==> config.mk <==
export PLATFORM = sky130hd
export DESIGN_NAME = rr_mux_arbiter
export DESIGN_NICKNAME = d
export VERILOG_FILES = /design/src/rtl/rr_mux_arbiter.sv
export SDC_FILE = /design/constraint.sdc
export NUM_CORES = 1
export LEC_CHECK = 0
export ABC_AREA = 1
export BUFFER_PORTS_ARGS = -buffer_cell sky130_fd_sc_hd__buf_2
export CAP_MARGIN = 10
export CORE_MARGIN = 4
export CORE_UTILIZATION = 43
export CTS_CLUSTER_SIZE = 25
export DETAILED_ROUTE_END_ITERATION = 10
export GPL_TIMING_DRIVEN = 0
export PLACE_DENSITY = 0.87
export SYNTH_ARGS = -nofsm -noshare
export SYNTH_HDL_FRONTEND = slang
export SYNTH_SLANG_ARGS = --single-unit
==> constraint.sdc <==
create_clock -name clock -period 1.7 [get_ports clock]
set_clock_uncertainty 0.15 [all_clocks]
set_input_delay 0.34 -clock clock [delete_from_list [all_inputs] [get_ports clock]]
set_output_delay 0.34 -clock clock [all_outputs]
set_load 0.05 [all_outputs]
==> src/rtl/rr_mux_arbiter.sv <==
// Round-robin arbiter that steers NUM_REQ valid/ready producers onto one shared channel.
// A grant is held for a whole burst, which ends on req_last or after MAX_HOLD transferred beats.
module rr_mux_arbiter #(
    parameter int NUM_REQ    = 4,
    parameter int DATA_WIDTH = 8,
    parameter int MAX_HOLD   = 16
) (
    input  logic                          clock,
    input  logic                          reset_n,
    input  logic [NUM_REQ-1:0]            req_valid,
    input  logic [NUM_REQ*DATA_WIDTH-1:0] req_data,
    input  logic [NUM_REQ-1:0]            req_last,
    output logic [NUM_REQ-1:0]            req_ready,
    output logic                          out_valid,
    output logic [DATA_WIDTH-1:0]         out_data,
    output logic                          out_last,
    input  logic                          out_ready,
    output logic [NUM_REQ-1:0]            grant_onehot,
    output logic [$clog2(NUM_REQ)-1:0]    grant_index,
    output logic                          busy
);

    localparam int IDX_W = $clog2(NUM_REQ);
    localparam int CNT_W = $clog2(MAX_HOLD + 1);

    typedef enum logic {
        IDLE  = 1'b0,
        BURST = 1'b1
    } state_t;

    // Handshake: a beat moves when out_valid && out_ready; req_ready[g] is out_ready
    // forwarded to the owner only, so the owner sees exactly the same transfer condition.

    state_t               state_q, state_d;
    logic [NUM_REQ-1:0]   grant_oh_q, grant_oh_d;
    logic [IDX_W-1:0]     grant_idx_q, grant_idx_d;
    logic [IDX_W-1:0]     last_grant_q, last_grant_d;
    logic [CNT_W-1:0]     beat_cnt_q, beat_cnt_d;
    logic                 busy_q, busy_d;

    logic                 pick_found;
    logic [IDX_W-1:0]     pick_idx;
    logic [IDX_W-1:0]     cand;

    logic                 mux_valid;
    logic                 mux_last;
    logic [DATA_WIDTH-1:0] mux_data;
    logic                 in_burst;
    logic                 hold_last;
    logic                 xfer;

    // Rotating-priority search: start just after the previous owner and wrap around.
    always_comb begin
        pick_found = 1'b0;
        pick_idx   = '0;
        cand       = '0;
        for (int i = 1; i <= NUM_REQ; i++) begin
            cand = IDX_W'((int'(last_grant_q) + i) % NUM_REQ);
            if (!pick_found && req_valid[cand]) begin
                pick_found = 1'b1;
                pick_idx   = cand;
            end
        end
    end

    always_comb begin
        mux_valid = 1'b0;
        mux_last  = 1'b0;
        mux_data  = '0;
        for (int i = 0; i < NUM_REQ; i++) begin
            if (grant_oh_q[i]) begin
                mux_valid = req_valid[i];
                mux_last  = req_last[i];
                mux_data  = req_data[i*DATA_WIDTH +: DATA_WIDTH];
            end
        end
    end

    assign in_burst  = (state_q == BURST);
    assign hold_last = (beat_cnt_q == CNT_W'(MAX_HOLD - 1));

    always_comb begin
        out_valid = 1'b0;
        out_last  = 1'b0;
        out_data  = '0;
        req_ready = '0;
        if (in_burst) begin
            out_valid = mux_valid;
            out_last  = mux_last | hold_last;
            out_data  = mux_data;
            req_ready = grant_oh_q & {NUM_REQ{out_ready}};
        end
    end

    assign xfer = out_valid & out_ready;

    // Only transferred beats advance beat_cnt; stalls and bubbles hold the grant indefinitely.
    always_comb begin
        state_d      = state_q;
        grant_oh_d   = grant_oh_q;
        grant_idx_d  = grant_idx_q;
        last_grant_d = last_grant_q;
        beat_cnt_d   = beat_cnt_q;
        busy_d       = busy_q;
        case (state_q)
            IDLE: begin
                if (pick_found) begin
                    state_d     = BURST;
                    grant_idx_d = pick_idx;
                    grant_oh_d  = NUM_REQ'(1) << pick_idx;
                    beat_cnt_d  = '0;
                    busy_d      = 1'b1;
                end
            end
            BURST: begin
                if (xfer) begin
                    if (out_last) begin
                        state_d      = IDLE;
                        last_grant_d = grant_idx_q;
                        grant_oh_d   = '0;
                        grant_idx_d  = '0;
                        beat_cnt_d   = '0;
                        busy_d       = 1'b0;
                    end else begin
                        beat_cnt_d = beat_cnt_q + CNT_W'(1);
                    end
                end
            end
            default: begin
                state_d     = IDLE;
                grant_oh_d  = '0;
                grant_idx_d = '0;
                beat_cnt_d  = '0;
                busy_d      = 1'b0;
            end
        endcase
    end

    always_ff @(posedge clock) begin
        if (!reset_n) begin
            state_q      <= IDLE;
            grant_oh_q   <= '0;
            grant_idx_q  <= '0;
            last_grant_q <= IDX_W'(NUM_REQ - 1);
            beat_cnt_q   <= '0;
            busy_q       <= 1'b0;
        end else begin
            state_q      <= state_d;
            grant_oh_q   <= grant_oh_d;
            grant_idx_q  <= grant_idx_d;
            last_grant_q <= last_grant_d;
            beat_cnt_q   <= beat_cnt_d;
            busy_q       <= busy_d;
        end
    end

    assign grant_onehot = grant_oh_q;
    assign grant_index  = grant_idx_q;
    assign busy         = busy_q;

endmodule

==> results.sh, run 1 <==
export IMPL_outcome="finished with violations"
export IMPL_violations="setup timing"
export IMPL_p_leak_uw=0.001356
export IMPL_worstReg2RegStart="grant_onehot[1]"
export IMPL_antenna_found_initial=0
export IMPL_tightest_slew_ns=0.8061
export IMPL_synth_most_common_cell="nand2_1"
export IMPL_yosys_top_cells_area="dfxtp_1, nand2_1, o21ai_0, a21oi_1, nand3_1"
export IMPL_initial_core_util_pct=45.77
export IMPL_r2r_slack_ns=-0.55
export IMPL_holdBufCountCts=0
export IMPL_drv_cap=0
export IMPL_synthArstFlopShare_pct=0
export IMPL_cp_slowest_cell="dfxtp_4"
export IMPL_crit_start="grant_onehot[1]"
export IMPL_fmax_mhz=445.3
export IMPL_r2r_end="grant_onehot[1]"
export IMPL_path_class="reg -> reg"
export IMPL_yosys_warnings=0
export IMPL_post_place_ws_ns=-0.2317
export IMPL_core_region_area_sq_um=3103
export IMPL_synth_top_cell_by_area="dfxtp_1"
export IMPL_ys_seq_area_share_pct=21.15
export IMPL_worstHoldPathType="in -> reg"
export IMPL_detailed_place_hpwl_mm=3.260
export IMPL_max_slew_margin_pct=46.26
export IMPL_clock_sinks=15
export IMPL_grt_pass1_wl_mm=13.12
export IMPL_crit_path_end="grant_onehot[1]"
export IMPL_period_needed_ns=2.246
export IMPL_synth_edf_count=0
export IMPL_critPathMaxFanout=8
export IMPL_drive_above_1_share_pct=70.62
export IMPL_crit_arrival_ns=2.31
export IMPL_reg2reg_depth=15
export IMPL_clkLatencyLatePin_ns=0.28
export IMPL_required_ns=1.77
export IMPL_design_area_sq_um=2994
export IMPL_syn_area_sq_um=1420
export IMPL_dieArea_sq_um=4286
export IMPL_ys_top_cells_by_count="nand2_1, o21ai_0, inv_1"
export IMPL_gr_total_overflow=0
export IMPL_cts_max_level=1
export IMPL_fin_crit_sh_pct=132.1
export IMPL_ys_ff_latch=15
export IMPL_grt_max_degree=11
export IMPL_n_fill_cell=61
export IMPL_cts_root_buf="clkbuf_4"
export IMPL_antenna_left=0
export IMPL_vdd_ir_drop_max_uv=433.0
export IMPL_grt_pass1_vias=2445
export IMPL_drt_initial_drc_count=524
export IMPL_syn_to_final_growth_pct=110.8
export IMPL_synth_top_area_share_pct=21.15
export IMPL_grt_use_total_pct=40.34
export IMPL_cts_clk_slew_worst_paths_ns=0.09
export IMPL_rsz0062_at_grt="true"
export IMPL_syn_area_per_cell_sq_um=5.967
export IMPL_synthFlopType="dfxtp_1"
export IMPL_holdWs_ns=0.2556
export IMPL_ios=64
export IMPL_crit_path_start_kind="flop"
export IMPL_cts_tree="built"
export IMPL_seqCellArea_sq_um=329.1
export IMPL_critPathMaxStageDelay_ns=0.42
export IMPL_antenna_cells=0
export IMPL_ctsLongestPathBuffers=2
export IMPL_dr_pass1_iters=7
export IMPL_vias=2667
export IMPL_synthDistinctLibCells=27
export IMPL_drt_vias_per_instance=7.000
export IMPL_avgRoutedWirePerCell_um=28.12
export IMPL_drcViolationCount=0
export IMPL_syn_inst=238
export IMPL_cts_buffers=3
export IMPL_dieWidth_um=65.47
export IMPL_cp_cell_sequence="inv_4, buf_6, buf_6, nand3_4, o21ai_2, nand2_1, nand2_2, nand2_2, clkinvlp_4, buf_6, nand2_8, nand2_8, nand2_8, nand3_4, nand2_2"
export IMPL_cp_end_kind="flop"
export IMPL_syn_nets=283
export IMPL_gp_congestion=0.7982
export IMPL_port_buffers=62
export IMPL_setup_viol=28
export IMPL_nets=383
export IMPL_finalHoldViolations=0
export IMPL_finalPower_uw=1695
export IMPL_wirelength_mm=10.71
export IMPL_place_area_sq_um=2091
export IMPL_die_h_um=65.47
export IMPL_fin_ws_ns=-0.5459
export IMPL_fin_util_pct=96.49
export IMPL_power_density_nw_per_um2=566.3
export IMPL_multi_input_area_sq_um=1587
export IMPL_maxSlewViolCount=0
export IMPL_rows=20
-- metrics by stage --
step,instances,setup TNS [ns]
after global placement,344,-2.546
after floorplan,238,-1.133
after global routing,381,-12.05
after CTS,378,-3.876
after detailed placement,344,-3.064
final,381,-11.13
-- report_power, final --
group | switching (uW) | internal, uW | total [uW]
combinational | 679 | 398 | 1080
clock | 121 | 87.3 | 209
sequential | 36.4 | 374 | 410
-- critical path, delay by kind of cell, from the launching register on --
kind / cells / cell delay (ns)
flops: 1 / 0.42
simple gates: 9 / 0.97
compound gates: 1 / 0.06
buf+inv: 5 / 0.57
-- final cells by class --
| class | count | area share, % |
|---|---|---|
| multi-input combinational | 185 | 52.99 |
| timing repair buffer | 96 | 24.86 |
| inverter | 28 | 4.304 |
| buffer | 9 | 4.095 |
| sequential | 15 | 10.99 |
| clock buffer | 3 | 0.7522 |
| clock inverter | 1 | 0.1672 |
| tap | 44 | 1.839 |
-- routing by layer --
layer	GRT usage [%]	vias to the layer above	wire length [um]
met4	22.80	0	1127
li1	-	989	-
met1	46.35	1139	3483
met3	9.573	147	1764
met2	68.02	392	4336
met5	0	-	0
-- worst min-delay path by stage --
stage / from / end / slack [ns] / depth (start not counted)
floorplan: beat_cnt_q[4] / beat_cnt_q[4] / 0.33 / 2
global placement: busy / busy / 0.30 / 2
detailed placement: busy / busy / 0.31 / 2
CTS: reset_n / grant_onehot[0] / 0.20 / 3
global route: reset_n / beat_cnt_q[0] / 0.26 / 3
finish: reset_n / beat_cnt_q[0] / 0.26 / 3
-- flip-flops by register name (all words and copies together), names as in the netlist --
name / flops
busy: 1
grant_index: 2
last_grant_q: 2
in_burst: 1
beat_cnt_q: 5
grant_onehot: 4
-- cell usage in the layout (no fill, tap or decap), types with 4 or more instances in the layout --
master	instances
a21oi_1	4
a21oi_2	9
a21oi_4	10
buf_2	49
buf_4	16
buf_6	24
buf_8	9
clkbuf_4	6
dfxtp_1	6
dfxtp_4	7
inv_1	17
inv_2	5
nand2_1	35
nand2_2	23
nand2_4	9
nand2_8	4
nand3_1	9
nand3_2	12
nand4_1	7
nor2_1	4
nor2_2	5
nor2_4	10
o21ai_1	10
o21ai_2	10
o21ai_4	7
-- what timing repair did --
| action | in CTS | in global routing |
|---|---|---|
| gates cloned | 6 | 0 |
| gates resized for setup | 99 | 78 |
| pin swaps | 33 | 31 |
| buffers inserted | 24 | 8 |
| setup endpoints to repair | 28 | 29 |
-- cells by family after synthesis --
logic type / after synthesis / share of synthesized area, %
AO/OA/AOI/OAI: 53 / 18.94
flip-flops: 15 / 21.15
adder cells (fa/ha/maj): 2 / 1.762
buffers and inverters: 38 / 11.10
AND/OR/NAND/NOR: 128 / 45.81
XOR/XNOR: 2 / 1.234
(Power assumes the default switching activity.)
==> run 2, diff against run 1 <==
--- a/config.mk
+++ b/config.mk
@@ -6,14 +6,15 @@
 export NUM_CORES = 1
 export LEC_CHECK = 0
 export ABC_AREA = 1
+export ABC_CLOCK_PERIOD_IN_PS = 2500
 export BUFFER_PORTS_ARGS = -buffer_cell sky130_fd_sc_hd__buf_2
 export CAP_MARGIN = 10
 export CORE_MARGIN = 4
-export CORE_UTILIZATION = 43
+export CORE_UTILIZATION = 47
 export CTS_CLUSTER_SIZE = 25
 export DETAILED_ROUTE_END_ITERATION = 10
 export GPL_TIMING_DRIVEN = 0
-export PLACE_DENSITY = 0.87
+export PLACE_DENSITY = 0.9
 export SYNTH_ARGS = -nofsm -noshare
 export SYNTH_HDL_FRONTEND = slang
 export SYNTH_SLANG_ARGS = --single-unit
==> constraint.sdc (replaced) <==
create_clock -name clock -period 2.5 [get_ports clock]
set_clock_uncertainty 0.15 [all_clocks]
set_input_delay 0.5 -clock clock [delete_from_list [all_inputs] [get_ports clock]]
set_output_delay 0.5 -clock clock [all_outputs]
set_load 0.05 [all_outputs]
==> run 2 against run 1 <==
Against the previous run: the flow now finishes without violations; largest cell class unchanged; critical path depth down 7; via count down 34%; register-to-register slack improved by 1.1 ns; worst setup slack gained 0.59 ns; sequential cell count stayed put.
==> results.sh, run 2 (synthesis results as in run 1) <==
export IMPL_vias=1759
export IMPL_holdPathEnd="busy"
export IMPL_required_ns=1.85
export IMPL_die_h_um=62.97
export IMPL_final_common_cell="buf_2"
export IMPL_gr_total_overflow=0
export IMPL_rsz0062_at_grt="true"
export IMPL_maxSlewViolCount=0
export IMPL_antenna_left=0
export IMPL_drt_vias_per_instance=5.266
export IMPL_final_cell_mix="buf_2, nand2_1, o21ai_0"
export IMPL_finalHoldViolations=0
export IMPL_reg2reg_depth=10
export IMPL_antenna_cells=0
export IMPL_clock_sinks=15
export IMPL_largest_register="beat_cnt_q"
export IMPL_max_slew_margin_pct=74.85
export IMPL_dieWidth_um=62.97
export IMPL_core_region_area_sq_um=2829
export IMPL_critPathMaxFanout=4
export IMPL_cts_buffers=3
export IMPL_ios=64
export IMPL_drive_above_1_share_pct=34.32
export IMPL_setup_viol=0
export IMPL_min_from="busy"
export IMPL_place_area_sq_um=1807
export IMPL_fmax_mhz=406.6
export IMPL_worstReg2RegStart="beat_cnt_q[0]"
export IMPL_crit_path_start_kind="flop"
export IMPL_clkLatencyLatePin_ns=0.29
export IMPL_detailed_place_hpwl_mm=3.293
export IMPL_dieArea_sq_um=3965
export IMPL_vdd_ir_drop_max_uv=433.4
export IMPL_path_class="reg -> out"
export IMPL_ctsLongestPathBuffers=2
export IMPL_drv_cap=0
export IMPL_power_density_nw_per_um2=416.7
export IMPL_antenna_found_initial=0
export IMPL_fin_setup_tns_ns=0
export IMPL_cp_end_kind="primary output"
export IMPL_grt_pass1_vias=1642
export IMPL_crit_start="beat_cnt_q[0]"
export IMPL_dr_pass1_iters=4
export IMPL_cts_max_level=1
export IMPL_holdWs_ns=0.3166
export IMPL_p_leak_uw=0.001039
export IMPL_drt_initial_drc_count=89
export IMPL_grt_max_degree=12
export IMPL_initial_core_util_pct=50.20
export IMPL_drcViolationCount=0
export IMPL_grt_use_total_pct=20.38
export IMPL_hold_depth=2
export IMPL_r2r_end="grant_onehot[3]"
export IMPL_rows=19
export IMPL_fin_crit_sh_pct=98.38
export IMPL_worstHoldPathType="reg -> reg"
export IMPL_cts_root_buf="clkbuf_4"
export IMPL_syn_to_final_growth_pct=31.37
export IMPL_post_place_ws_ns=0.1695
export IMPL_avgRoutedWirePerCell_um=12.27
export IMPL_finalPower_uw=777.4
export IMPL_gp_congestion=0.8487
export IMPL_grt_pass1_wl_mm=6.727
export IMPL_design_area_sq_um=1866
export IMPL_largest_reg_flops=5
export IMPL_postCtsSetupBuffers=0
export IMPL_nets=349
export IMPL_crit_arrival_ns=1.81
export IMPL_cts_clk_slew_worst_paths_ns=0.10
export IMPL_fin_ws_ns=0.04046
export IMPL_port_buffers=62
export IMPL_cts_tree="built"
export IMPL_tightest_slew_ns=0.3773
export IMPL_outcome="finished, final reports clean"
export IMPL_wirelength_mm=4.099
export IMPL_period_needed_ns=2.460
export IMPL_r2r_slack_ns=0.57
==> run 2: cell types whose count changed in the layout (fill, tap and decap cells not counted), moves of 12 or more <==
cell	delta
o21ai_0	+25
buf_6	-23
nand2_1	+23
nand2_2	-18
buf_4	-15
nor2_1	+15
nand3_1	+14
a21oi_1	+12
==> run 2: metrics by stage <==
stage	utilization, %	instances
2_1_floorplan	-	238
3_3_place_gp	63.87	331
3_5_place_dp	63.87	331
4_1_cts	65.06	334
5_1_grt	65.94	334
6_report	65.94	334
==> run 2: worst max-delay path, stage by stage (launching register included) <==
cell     delay (ns)
dfxtp_2        0.35
ha_1           0.22
and3_1         0.19
ha_1           0.20
a21oi_2        0.17
nand2_1        0.11
nand2_2        0.08
inv_1          0.04
buf_4          0.18
==> run 2: repair_timing <==
| action | in CTS | in global routing |
|---|---|---|
| hold buffers | 0 | 0 |
| resized for setup | 5 | 14 |
| setup endpoints to repair | 9 | 10 |
==> run 2: worst max path at each step <==
stage                     slack (ns)          end
after CTS                       0.01     out_last
after detailed placement        0.17     out_last
after global placement          0.19     out_last
final                           0.04     out_last
after global routing           -0.07     out_last
after floorplan                -0.19  out_data[5]
==> run 2: layout make-up <==
| class | instances | area, sq um |
|---|---|---|
| Sequential cell | 15 | 302.8 |
| Buffer | 9 | 53.80 |
| Timing Repair Buffer | 62 | 320.3 |
| Fill cell | 254 | 963.4 |
| Tap cell | 31 | 38.79 |
| Clock inverter | 1 | 5.005 |
| Inverter | 28 | 110.1 |
| Clock buffer | 3 | 22.52 |
| Multi-Input combinational cell | 185 | 1012 |
==> run 2: power breakdown <==
part           internal, uW  switching (uW)
Combinational           114             251
Sequential              256            14.5
Clock                  59.4            82.2
Total                   429             348
==> run 2: metal layers <==
metal	up-vias	track usage [%]	part of all wire, %
li1	913	-	-
met1	792	24.59	43
met4	0	2.479	0.61
met3	4	4.137	5.3
met2	50	37.68	51
met5	-	0	0
